### src/rtl/mem_arbiter_pkg.sv
// Shared types and defaults for the memory arbiter slice: FSM state encoding,
// the default response timeout and an index-width helper.
package pack;

    typedef enum logic [1:0] {
        IDLE  = 2'd0,
        ISSUE = 2'd1,
        WAIT  = 2'd2
    } arbState;

    localparam int DEFAULT_TIMEOUT_CYCLES = 255;

    function automatic int idxWidth(input int n);
        return (n > 1) ? $clog2(n) : 1;
    endfunction

endpackage

### src/rtl/rr_select.sv
// Winner selection: scans the request vector starting at the round-robin
// pointer, or at channel 0 when fixed-priority mode is selected.
module rr_select
    import pack::*;
#(
    parameter int CHANNELS = 2,
    parameter int IDXW     = idxWidth(CHANNELS)
) (
    input  logic [CHANNELS-1:0] request,
    input  logic [IDXW-1:0]     pointer,
    input  logic                fixedMode,
    output logic [CHANNELS-1:0] winnerOneHot,
    output logic [IDXW-1:0]     winnerIndex
);

    int            startPos;
    int            candPos;
    logic [IDXW-1:0] candIdx;
    logic          found;

    always_comb begin
        winnerOneHot = '0;
        winnerIndex  = '0;
        found        = 1'b0;
        candPos      = 0;
        candIdx      = '0;
        startPos     = fixedMode ? 0 : int'(pointer);
        for (int i = 0; i < CHANNELS; i++) begin
            candPos = startPos + i;
            if (candPos >= CHANNELS) begin
                candPos = candPos - CHANNELS;
            end
            candIdx = IDXW'(candPos);
            if (!found && request[candIdx]) begin
                found                 = 1'b1;
                winnerOneHot[candIdx] = 1'b1;
                winnerIndex           = candIdx;
            end
        end
    end

endmodule

### src/rtl/mem_arbiter.sv
// Multi-channel memory arbiter: grants one requester at a time, forwards the
// request downstream and routes the response (or a timeout error) back.
module mem_arbiter
    import pack::*;
#(
    parameter int CHANNELS       = 2,
    parameter int ADDR_WIDTH     = 32,
    parameter int DATA_WIDTH     = 32,
    parameter int FIXED_PRIORITY = 0,
    parameter int TIMEOUT_CYCLES = DEFAULT_TIMEOUT_CYCLES
) (
    input  logic                           clock,
    input  logic                           reset,
    input  logic [CHANNELS-1:0]            reqValid,
    input  logic [CHANNELS-1:0]            reqWrite,
    input  logic [CHANNELS*ADDR_WIDTH-1:0] reqAddress,
    input  logic [CHANNELS*DATA_WIDTH-1:0] reqStoreData,
    input  logic [CHANNELS*DATA_WIDTH/8-1:0] reqByteEnable,
    output logic [CHANNELS-1:0]            reqReady,
    output logic [CHANNELS-1:0]            respValid,
    output logic [DATA_WIDTH-1:0]          respData,
    output logic                           respStoreComplete,
    output logic                           respError,
    output logic                           memValid,
    output logic                           memWrite,
    output logic [ADDR_WIDTH-1:0]          memAddress,
    output logic [DATA_WIDTH-1:0]          memStoreData,
    output logic [DATA_WIDTH/8-1:0]        memByteEnable,
    input  logic                           memReady,
    input  logic                           memRespValid,
    input  logic [DATA_WIDTH-1:0]          memRespData
);

    localparam int BE_WIDTH = DATA_WIDTH / 8;
    localparam int IDXW     = idxWidth(CHANNELS);
    localparam int CNTW     = $clog2(TIMEOUT_CYCLES + 1);

    logic [ADDR_WIDTH-1:0] chanAddress   [CHANNELS];
    logic [DATA_WIDTH-1:0] chanStoreData [CHANNELS];
    logic [BE_WIDTH-1:0]   chanByteEn    [CHANNELS];

    for (genvar gi = 0; gi < CHANNELS; gi++) begin : gUnpack
        assign chanAddress[gi]   = reqAddress[gi*ADDR_WIDTH +: ADDR_WIDTH];
        assign chanStoreData[gi] = reqStoreData[gi*DATA_WIDTH +: DATA_WIDTH];
        assign chanByteEn[gi]    = reqByteEnable[gi*BE_WIDTH +: BE_WIDTH];
    end

    arbState           stateReg;
    logic [IDXW-1:0]   pointerReg;
    logic [IDXW-1:0]   ownerReg;
    logic [CNTW-1:0]   waitCountReg;
    logic [CHANNELS-1:0] winnerOneHot;
    logic [IDXW-1:0]   winnerIndex;
    logic [CHANNELS-1:0] ownerOneHot;
    logic              grantAllowed;

    rr_select #(
        .CHANNELS (CHANNELS),
        .IDXW     (IDXW)
    ) uSelect (
        .request      (reqValid),
        .pointer      (pointerReg),
        .fixedMode    (FIXED_PRIORITY != 0),
        .winnerOneHot (winnerOneHot),
        .winnerIndex  (winnerIndex)
    );

    // No grant while a response pulse is on the bus, and nothing leaks out during reset.
    assign grantAllowed = (stateReg == IDLE) && !reset && (respValid == '0);
    assign reqReady     = grantAllowed ? winnerOneHot : '0;
    assign ownerOneHot  = {{(CHANNELS-1){1'b0}}, 1'b1} << ownerReg;

    always_ff @(posedge clock) begin
        if (reset) begin
            stateReg          <= IDLE;
            pointerReg        <= '0;
            ownerReg          <= '0;
            waitCountReg      <= '0;
            respValid         <= '0;
            respData          <= '0;
            respStoreComplete <= 1'b0;
            respError         <= 1'b0;
            memValid          <= 1'b0;
            memWrite          <= 1'b0;
            memAddress        <= '0;
            memStoreData      <= '0;
            memByteEnable     <= '0;
        end else begin
            respValid         <= '0;
            respData          <= '0;
            respStoreComplete <= 1'b0;
            respError         <= 1'b0;
            case (stateReg)
                IDLE: begin
                    if (reqReady != '0) begin
                        memValid      <= 1'b1;
                        memWrite      <= reqWrite[winnerIndex];
                        memAddress    <= chanAddress[winnerIndex];
                        memStoreData  <= chanStoreData[winnerIndex];
                        memByteEnable <= chanByteEn[winnerIndex];
                        ownerReg      <= winnerIndex;
                        pointerReg    <= (winnerIndex == IDXW'(CHANNELS - 1)) ? '0
                                         : winnerIndex + IDXW'(1);
                        stateReg      <= ISSUE;
                    end
                end
                ISSUE: begin
                    if (memReady) begin
                        memValid     <= 1'b0;
                        waitCountReg <= '0;
                        stateReg     <= WAIT;
                    end
                end
                WAIT: begin
                    // A response arriving on the timeout cycle still counts as a normal response.
                    if (memRespValid) begin
                        respValid         <= ownerOneHot;
                        respData          <= memRespData;
                        respStoreComplete <= memWrite;
                        stateReg          <= IDLE;
                    end else if (waitCountReg == CNTW'(TIMEOUT_CYCLES - 1)) begin
                        respValid <= ownerOneHot;
                        respError <= 1'b1;
                        stateReg  <= IDLE;
                    end else begin
                        waitCountReg <= waitCountReg + CNTW'(1);
                    end
                end
                default: stateReg <= IDLE;
            endcase
        end
    end

endmodule

### config.mk
export PLATFORM = sky130hd
export DESIGN_NAME = mem_arbiter
export DESIGN_NICKNAME = d
export VERILOG_FILES = /design/src/rtl/mem_arbiter_pkg.sv /design/src/rtl/rr_select.sv /design/src/rtl/mem_arbiter.sv
export SDC_FILE = /design/constraint.sdc
export NUM_CORES = 1
export LEC_CHECK = 0
export CORE_MARGIN = 1
export CORE_UTILIZATION = 23
export DETAILED_ROUTE_END_ITERATION = 16
export GPL_ROUTABILITY_DRIVEN = 1
export PLACE_DENSITY = 0.62
export SYNTH_ARGS = -nofsm -noshare
export SYNTH_HDL_FRONTEND = slang
export SYNTH_SLANG_ARGS = --single-unit
### constraint.sdc
create_clock -name clock -period 5.5 [get_ports clock]
set_input_delay 0.55 -clock clock [delete_from_list [all_inputs] [get_ports clock]]
set_output_delay 0.55 -clock clock [all_outputs]
set_load 0.01 [all_outputs]
==> impl_results.md, run 1 <==
- Critical path class: input pin to primary output
- I/O Pins: 284
- Final number of setup-violating endpoints: 0
- Max_cap viols: 0
- Mapped Area: 5410 sq um
- Post-Syn Instances: 555
- Vias: 5171
- Setup tns final: 0 ns
- Vias per inst: 4.568
- HPWL after detailed placement: 12500 microns
- Worst Hold Launch: ownerReg$_SDFFE_PP0P_
- P per Cell Area: 288.2 nW/um^2
- Top FF cell, synth: dfxtp_1
- Ys async rst share: 0
- Diode count: 0
- Crit-path max FO: 38
- Core area: 22850 sq um
- Post-Synth Simple-Gate Area: 0.1290
- Share of layout cells above drive strength 1: 0.1490
- PortBufs: 283
- Worst Path Required: 4.95 ns
- Clock Sinks: 118
- Die Ht: 155.4 microns
- Most frequent cells in the layout: clkdlybuf4s50_1 (281), dfxtp_1 (117), nor2_1 (77)
- R2R Path Start: stateReg[0]$_SDFFE_PP0P_
- Die Wd: 155.4 microns
- Synth warnings: 0
- Post-Synth XOR/XNOR Area: 0.001619
- Final Hold Viols: 0
- Seq/Total Area, Yosys: 0.4366
- NumNets Final: 984
- Area contributors post-synth: dfxtp_1 (44%), a211oi_2 (16%), a211oi_1 (9.7%)
- Drt initial violations: 271
- Fmax: 331.2 MHz
- Syn Area/Cell: 9.748 sq um
- Area growth syn-to-layout: 67.00%
- Syn nets: 733
- Final worst-path cycle share: 0.5490
- Post-DR wirelength/cell: 16.53 microns
- Clock buffer count from CTS: 17
- Leak pwr: 0.003184 uW
- Total GRT Usage: 0.1526
- Compound-Gate Fraction of Synth Area: 0.3703
- Slew Viols, Final: 0
- Status: finished clean
- Grt ovf: 0
- Leading area contributor after synthesis: dfxtp_1
- Worst setup SP type: input pin
- TritonCTS clock tree: done
- Post-CTS Resized: 0
- Hold Crit Class: flop to flop
- CP Capture Type: primary output
- Die area: 24140 sq um
- Crit path time final: 3.020 ns
- Final ANT Viol Nets: 0
- Crit path from: reset
- Starting Density: 0.2368
- CTS Buffer Depth: 2
- Max-Slew Margin vs Limit: 0.3498
- # rows: 55
- Main combinational cell family by area after synthesis: compound AO/OA/AOI/OAI gates
- Number of global-route vias before repair: 5164
- Synth cell types: 36
- Leading cell type in the layout, fill and taps excluded: clkdlybuf4s50_1
- DRT Pass-1 Iters: 6
- RSZ-0062 raised after global routing: false
- Worst-skew pair later-pin latency: 0.41 ns
- Synth Register Bits: 118
- Worst clock skew: 0.01053 ns
- Post-Synth Adder-Cell Area: 0.004625
- WL final: 18710 microns
- Root Driver: clkbuf_16
- CTS clk-pin slew, worst paths: 0.07 ns
- Worst-margin pin slew: 0.9723 ns
- Largest net degree at the start of global routing: 71
- First-pass GRT wire length: 28780 microns
- # DRC: 0
- Antenna violations before repair: 0
- VDD IR max: 0.0001799 V
- Htree depth: 4
- Core Util, Final: 0.3955
- Setup bufs post-CTS: 0
- Arrival time at the worst endpoint: 2.47 ns
- Post-synth EDFFs: 0
- Hold buffers post-CTS: 0
- Final Wtd Congestion: 0.7096
- Top cell type's share of synthesized area: 0.4366
- Mux contribution to synthesized area: 0
cell type report:
| cell class | instances | area [sq um] |
|---|---|---|
| clock buffers | 17 | 425.4 |
| clock inverters | 15 | 180.2 |
| fillers | 2315 | 13810 |
| inverters | 6 | 22.52 |
| multi-input cells | 370 | 2751 |
| flip-flops and latches | 118 | 2364 |
| well taps | 313 | 391.6 |
| repair buffers | 293 | 2900 |
worst max-delay path: stages:
cell and delay [ns]:
buf_4 0.27, or4_4 0.63, nor3_1 0.38, clkdlybuf4s50_1 0.63
through the flow:
| step | hold slack, ns | cell area [sq um] | instances | power (uW) | setup WS [ns] |
|---|---|---|---|---|---|
| 6_report | 0.4534 | 9035 | 1132 | 2604 | 2.480 |
| 5_1_grt | 0.4774 | 9035 | 1132 | 2730 | 2.370 |
| 4_1_cts | 0.4528 | 9035 | 1132 | 2648 | 2.428 |
| 3_5_place_dp | 0.4437 | 8429 | 1100 | 1493 | 2.445 |
| 3_3_place_gp | 0.4338 | 8429 | 1100 | 1489 | 2.405 |
| 2_1_floorplan | 0.4064 | 5410 | 555 | 1208 | 3.217 |
metal layers:
metal / GRT usage / wire (microns) / part of all wire / up-vias
met5: 0 / 0 / 0 / -
met2: 0.2396 / 8362 / 0.45 / 182
met4: 0.03735 / 218 / 0.012 / 0
li1: - / - / - / 2561
met3: 0.05710 / 1464 / 0.078 / 15
met1: 0.1964 / 8666 / 0.46 / 2413
power breakdown:
| part | total, uW | switching, uW | internal [uW] | leakage [uW] |
|---|---|---|---|---|
| sequential | 937 | 29.0 | 908 | 0.000967 |
| combinational | 529 | 244 | 286 | 0.00193 |
| clock | 1140 | 484 | 652 | 0.000292 |
| total | 2600 | 757 | 1850 | 0.00318 |
kinds of logic (layout without fill, tap and decap cells):
group,after synthesis,after routing
simple gates,142,142
fa+ha+maj,2,2
compound gates,225,225
xor+xnor,1,1
buf+inv,67,331
flops,118,118
sequential cells by signal, indices dropped and copies added (netlist names):
signal / cells
memAddress: 32
memByteEnable: 4
memStoreData: 32
memValid: 1
memWrite: 1
ownerReg: 1
pointerReg: 1
respData: 32
respError: 1
respStoreComplete: 1
respValid: 2
stateReg: 2
waitCountReg: 8
worst paths after layout:
check	to	slack (ns)	cells after the start
max	reqReady[1]	2.48	4
min	respValid[0]$_SDFF_PP0_	0.45	1
max reg2reg	memStoreData[16]$_SDFFE_PP0P_	3.03	5
min reg2reg	respValid[0]$_SDFF_PP0_	0.45	1
Yosys cell counts (4+ instances only):
master	n
a211oi_1	70
a211oi_2	68
a21oi_1	7
and3_1	35
buf_2	7
buf_6	7
clkbuf_1	46
dfxtp_1	118
inv_1	5
nand2_1	4
nand3_1	6
nor2_1	77
o21ai_0	4
o21bai_1	69
(Power assumes the default switching activity.)
==> run 2: changes to the inputs <==
Clock period 5.5 ns to 3.1 ns, I/O delays scaled along.
==> impl_results.md, run 2 (synthesis results as in run 1) <==
- Status: finished clean
- Arrival time at the worst endpoint: 2.27 ns
- Area growth syn-to-layout: 67.78%
- R2r setup slk: 0.98 ns
- I/O Pins: 284
- Placed cell count: 1102
- Setup bufs post-CTS: 0
- Worst clock skew: 0.009236 ns
- GRT met3 Usage: 0.05543
- Max_cap viols: 0
- Critical path class: flop to primary output
- Root Driver: clkbuf_16
- Htree depth: 4
- # DRC: 0
- Hold buffers post-CTS: 0
- Starting Density: 0.2368
- R2R cell count: 5
- HPWL after detailed placement: 12500 microns
- Post-CTS Resized: 0
- Leak pwr: 0.003206 uW
- Vias: 5200
- Most frequent cells in the layout: clkdlybuf4s50_1 (281), dfxtp_1 (117), nor2_1 (77)
- DRT Pass-1 Iters: 4
- Slew Viols, Final: 0
- Largest net degree at the start of global routing: 71
- Core Util, Final: 0.3973
- Share of layout cells above drive strength 1: 0.1510
- Total GRT Usage: 0.1594
- Diode count: 0
- CP Capture Type: primary output
- Final Hold Viols: 0
- Die Ht: 155.4 microns
- # rows: 55
- R2r endpoint: memAddress[2]$_SDFFE_PP0P_
- Worst Hold Launch: reqValid[1]
- Die Wd: 155.4 microns
- Vias per inst: 4.586
- Clock Sinks: 118
- Core area: 22850 sq um
- CP peak stage delay: 0.62 ns
- Finished Layout Cells: 1134
- RSZ-0062 raised after global routing: false
- Top Registers: memAddress x32, memStoreData x32, respData x32
- CTS clk-pin slew, worst paths: 0.06 ns
- Worst-margin pin slew: 0.8752 ns
- Post-DR wirelength/cell: 16.82 microns
- Die area: 24140 sq um
- PortBufs: 283
- Hold path cells: 4
- Hold Crit Class: input pin to flop
- NumNets Final: 986
- Fmax: 388.0 MHz
- Grt ovf: 0
- Setup tns final: 0 ns
- Most Crowded Layer GR: met2
- Worst setup SP type: flop
- Max-Slew Margin vs Limit: 0.4166
- R2R Path Start: stateReg[0]$_SDFFE_PP0P_
- Antenna violations before repair: 0
- Final ANT Viol Nets: 0
- VDD IR max: 0.0002817 V
- Crit-path max FO: 4
- CTS Buffer Depth: 2
- Crit path time final: 2.577 ns
- Number of global-route vias before repair: 5380
- Final worst-path cycle share: 0.8314
- TritonCTS clock tree: done
- Critical path, cell by cell: or4_4 > nor3_1 > clkdlybuf4s50_1
- Worst Path Required: 2.79 ns
- First-pass GRT wire length: 30050 microns
- Met1 layer usage reported by global route: 0.2058
- Final number of setup-violating endpoints: 0
- Clock buffer count from CTS: 17
- Final Wtd Congestion: 0.7356
- Drt initial violations: 257
- Grt met2 use: 0.2509
- WL final: 19070 microns
- Hold endpoint: pointerReg$_SDFFE_PP0P_
- Leading cell type in the layout, fill and taps excluded: clkdlybuf4s50_1
- P per Cell Area: 507.8 nW/um^2
- Worst-skew pair later-pin latency: 0.41 ns
- Crit-path slowest cell: clkdlybuf4s50_1
[run 2: metal layers]
layer | vias up | share of wire
li1 | 2566 | -
met1 | 2422 | 0.44
met2 | 194 | 0.45
met3 | 18 | 0.089
met4 | 0 | 0.014
met5 | - | 0
[run 2: worst max-delay path by stage]
stage	start	endpoint	slack [ns]	depth (start not counted)
3_5_place_dp	reqValid[0]	memAddress[11]$_SDFFE_PP0P_	0.69	6
3_3_place_gp	reqValid[0]	memByteEnable[2]$_SDFFE_PP0P_	0.71	6
4_1_cts	stateReg[0]$_SDFFE_PP0P_	reqReady[1]	0.46	3
6_report	stateReg[0]$_SDFFE_PP0P_	reqReady[1]	0.52	3
5_1_grt	stateReg[0]$_SDFFE_PP0P_	reqReady[0]	0.38	5
2_1_floorplan	stateReg[0]$_SDFFE_PP0P_	reqReady[0]	1.27	5
[run 2: stage by stage]
step	area, sq um	total power [uW]	hold slack, ns	setup WS [ns]
after detailed placement	8482	2658	0.4326	0.6870
final	9077	4610	0.3943	0.5226
after floorplan	5410	2144	0.4064	1.275
after global routing	9077	4845	0.4425	0.3750
after CTS	9077	4691	0.3726	0.4634
after global placement	8482	2653	0.4279	0.7139
[run 2: worst max-delay path: cells and delay by family, from the launching register on]
family	cells	cell delay, ns
DFF	1	0.33
buffers and inverters	1	0.62
and+or+nand+nor	2	0.91
[run 2: area by class of cell]
| cell class | count | area [sq um] |
|---|---|---|
| Clock buffer | 17 | 425.4 |
| Clock inverter | 15 | 170.2 |
| Fill cell | 2302 | 13770 |
| Inverter | 6 | 22.52 |
| Timing Repair Buffer | 295 | 2953 |
| Sequential cell | 118 | 2364 |
| Tap cell | 313 | 391.6 |
| Multi-Input combinational cell | 370 | 2751 |
[run 2: power by group]
part           switching (uW)  internal [uW]  total (uW)
sequential               51.3           1610        1660
combinational             435            517         953
clock                     788           1210        1990
==> run 3: changes to the inputs <==
Settings changed: PLACE_DENSITY 0.62 to 0.63.
Clock period 3.1 ns to 2.2 ns, I/O delays scaled along.
==> impl_results.md, run 3 (synthesis results as in run 1) <==
- Clock Power Share: 0.420
- Vias per inst: 4.513
- Worst-skew pair later-pin latency: 0.41 ns
- Reg power frac: 0.368
- Psw: 1865 uW
- Antenna violations before repair: 0
- Fmax: 480.8 MHz
- Clock buffer count from CTS: 17
- # rows: 55
- Final worst-path cycle share: 0.9454
- Placed Area: 8549 sq um
- Crit path from: stateReg[0]$_SDFFE_PP0P_
- P per Cell Area: 699.3 nW/um^2
- Max_cap viols: 0
- Drt initial violations: 276
- Root Driver: clkbuf_16
- CTS Buffer Depth: 2
- Final ANT Viol Nets: 0
- Worst clock skew: 0.009456 ns
- Max-Slew Margin vs Limit: 0.4571
- Crit path time final: 2.080 ns
- Setup tns final: 0 ns
- Final Wtd Congestion: 0.7362
- Area growth syn-to-layout: 68.50%
- Worst setup SP type: flop
- Most frequent cells in the layout: clkdlybuf4s50_1 (279), dfxtp_1 (117), nor2_1 (77)
- Final Hold Viols: 0
- Post-Layout Inst Area: 9116 sq um
- Share of layout cells above drive strength 1: 0.1586
- Sw frac: 0.2926
- Final number of setup-violating endpoints: 0
- Total GRT Usage: 0.1536
- VDD IR max: 0.0004859 V
- I/O Pins: 284
- Largest net degree at the start of global routing: 71
- CP Capture Type: primary output
- HPWL after detailed placement: 12390 microns
- Top Registers: memAddress x32, memStoreData x32, respData x32
- Hold Crit Class: input pin to flop
- PnR Total Power: 6375 uW
- RSZ-0062 raised after global routing: false
- Crit-path max FO: 4
- Clock Sinks: 118
- Grt ovf: 0
- PortBufs: 283
- Htree depth: 4
- Combinational power share: 0.213
- Hold slack: 0.2726 ns
- Die Wd: 155.4 microns
- # DRC: 0
- WL final: 18730 microns
- Slew Viols, Final: 0
- Arrival time at the worst endpoint: 1.86 ns
- Leading cell type in the layout, fill and taps excluded: clkdlybuf4s50_1
- R2R Path Start: stateReg[0]$_SDFFE_PP0P_
- Post-DR wirelength/cell: 16.45 microns
- Core area: 22850 sq um
- Number of global-route vias before repair: 5176
- Leak pwr: 0.003231 uW
- CTS clk-pin slew, worst paths: 0.06 ns
- Critical path class: flop to primary output
- Die Ht: 155.4 microns
- Cell Int Power: 4510 uW
- R2r endpoint: memAddress[4]$_SDFFE_PP0P_
- Worst-margin pin slew: 0.8144 ns
- Die area: 24140 sq um
- Hold buffers post-CTS: 0
- TritonCTS clock tree: done
- R2R cell count: 5
- First-pass GRT wire length: 29000 microns
- NumNets Final: 991
- CP Capture Point: reqReady[1]
- DRT Pass-1 Iters: 4
- Vias: 5140
- Worst Path Required: 1.98 ns
- Starting Density: 0.2368
- Diode count: 0
- Finished Layout Cells: 1139
- Placed cell count: 1106
- Status: finished clean
- R2r setup slk: 0.26 ns
-- run 3: changes by cell type in the layout (fill, tap and decap cells not counted), sizes merged --
cell / change
buf: +6
clkinv: -4
clkdlybuf4s50: -2
bufinv: -2
clkinvlp: +1
clkdlybuf4s15: +1
inv: +5
-- run 3: critical path: stages (launching register included) --
cell,delay [ns]
dfxtp_1,0.33
or4_4,0.59
nor3_2,0.23
clkdlybuf4s15_1,0.31
-- run 3: worst min-delay path by stage --
stage,from,endpoint,slack [ns],cells past startpoint
2_1_floorplan,memRespValid,respData[27]$_SDFF_PP0_,0.37,1
3_3_place_gp,ownerReg$_SDFFE_PP0P_,respValid[0]$_SDFF_PP0_,0.44,1
3_5_place_dp,memValid$_SDFFE_PP0P_,memValid$_SDFFE_PP0P_,0.45,1
4_1_cts,reqValid[1],pointerReg$_SDFFE_PP0P_,0.26,4
5_1_grt,reqValid[1],pointerReg$_SDFFE_PP0P_,0.32,4
6_report,reqValid[1],pointerReg$_SDFFE_PP0P_,0.27,4
-- run 3: layout make-up --
cell class              count  area, sq um
fillers                  2297        13730
repair buffers            300         3023
multi-input cells         370         2756
flip-flops and latches    118         2364
clock buffers              17        425.4
well taps                 313        391.6
clock inverters            15        133.9
inverters                   6        22.52
-- run 3: power by group through the flow --
stage | Clock (uW) | Combinational (uW) | Sequential [uW]
2_1_floorplan | 0 | 579 | 2440
3_3_place_gp | 0 | 1360 | 2390
3_5_place_dp | 0 | 1370 | 2390
5_1_grt | 2880 | 1460 | 2360
6_report | 2680 | 1360 | 2340
4_1_cts | 2760 | 1380 | 2350
-- run 3: routing by layer --
metal / vias up / global-route usage / routed length (microns)
li1: 2579 / - / -
met2: 177 / 0.2486 / 8728
met3: 9 / 0.05738 / 1493
met1: 2375 / 0.1927 / 8389
met5: - / 0 / 0
met4: 0 / 0.03548 / 120
-- run 3: metrics by stage --
| stage | utilization | setup slack (ns) |
|---|---|---|
| global placement | 0.3742 | 0.1051 |
| finish | 0.3990 | 0.1201 |
| detailed placement | 0.3742 | 0.09709 |
| floorplan | - | 0.4350 |
| CTS | 0.3989 | 0.00004019 |
| global route | 0.3990 | 0.01552 |
-- run 3: timing repair --
action,4_1_cts,5_1_grt
setup endpoints to repair,2,2
pin swaps,0,1
resized for setup,5,2
hold endpoints to repair,0,0
setup buffers,0,1
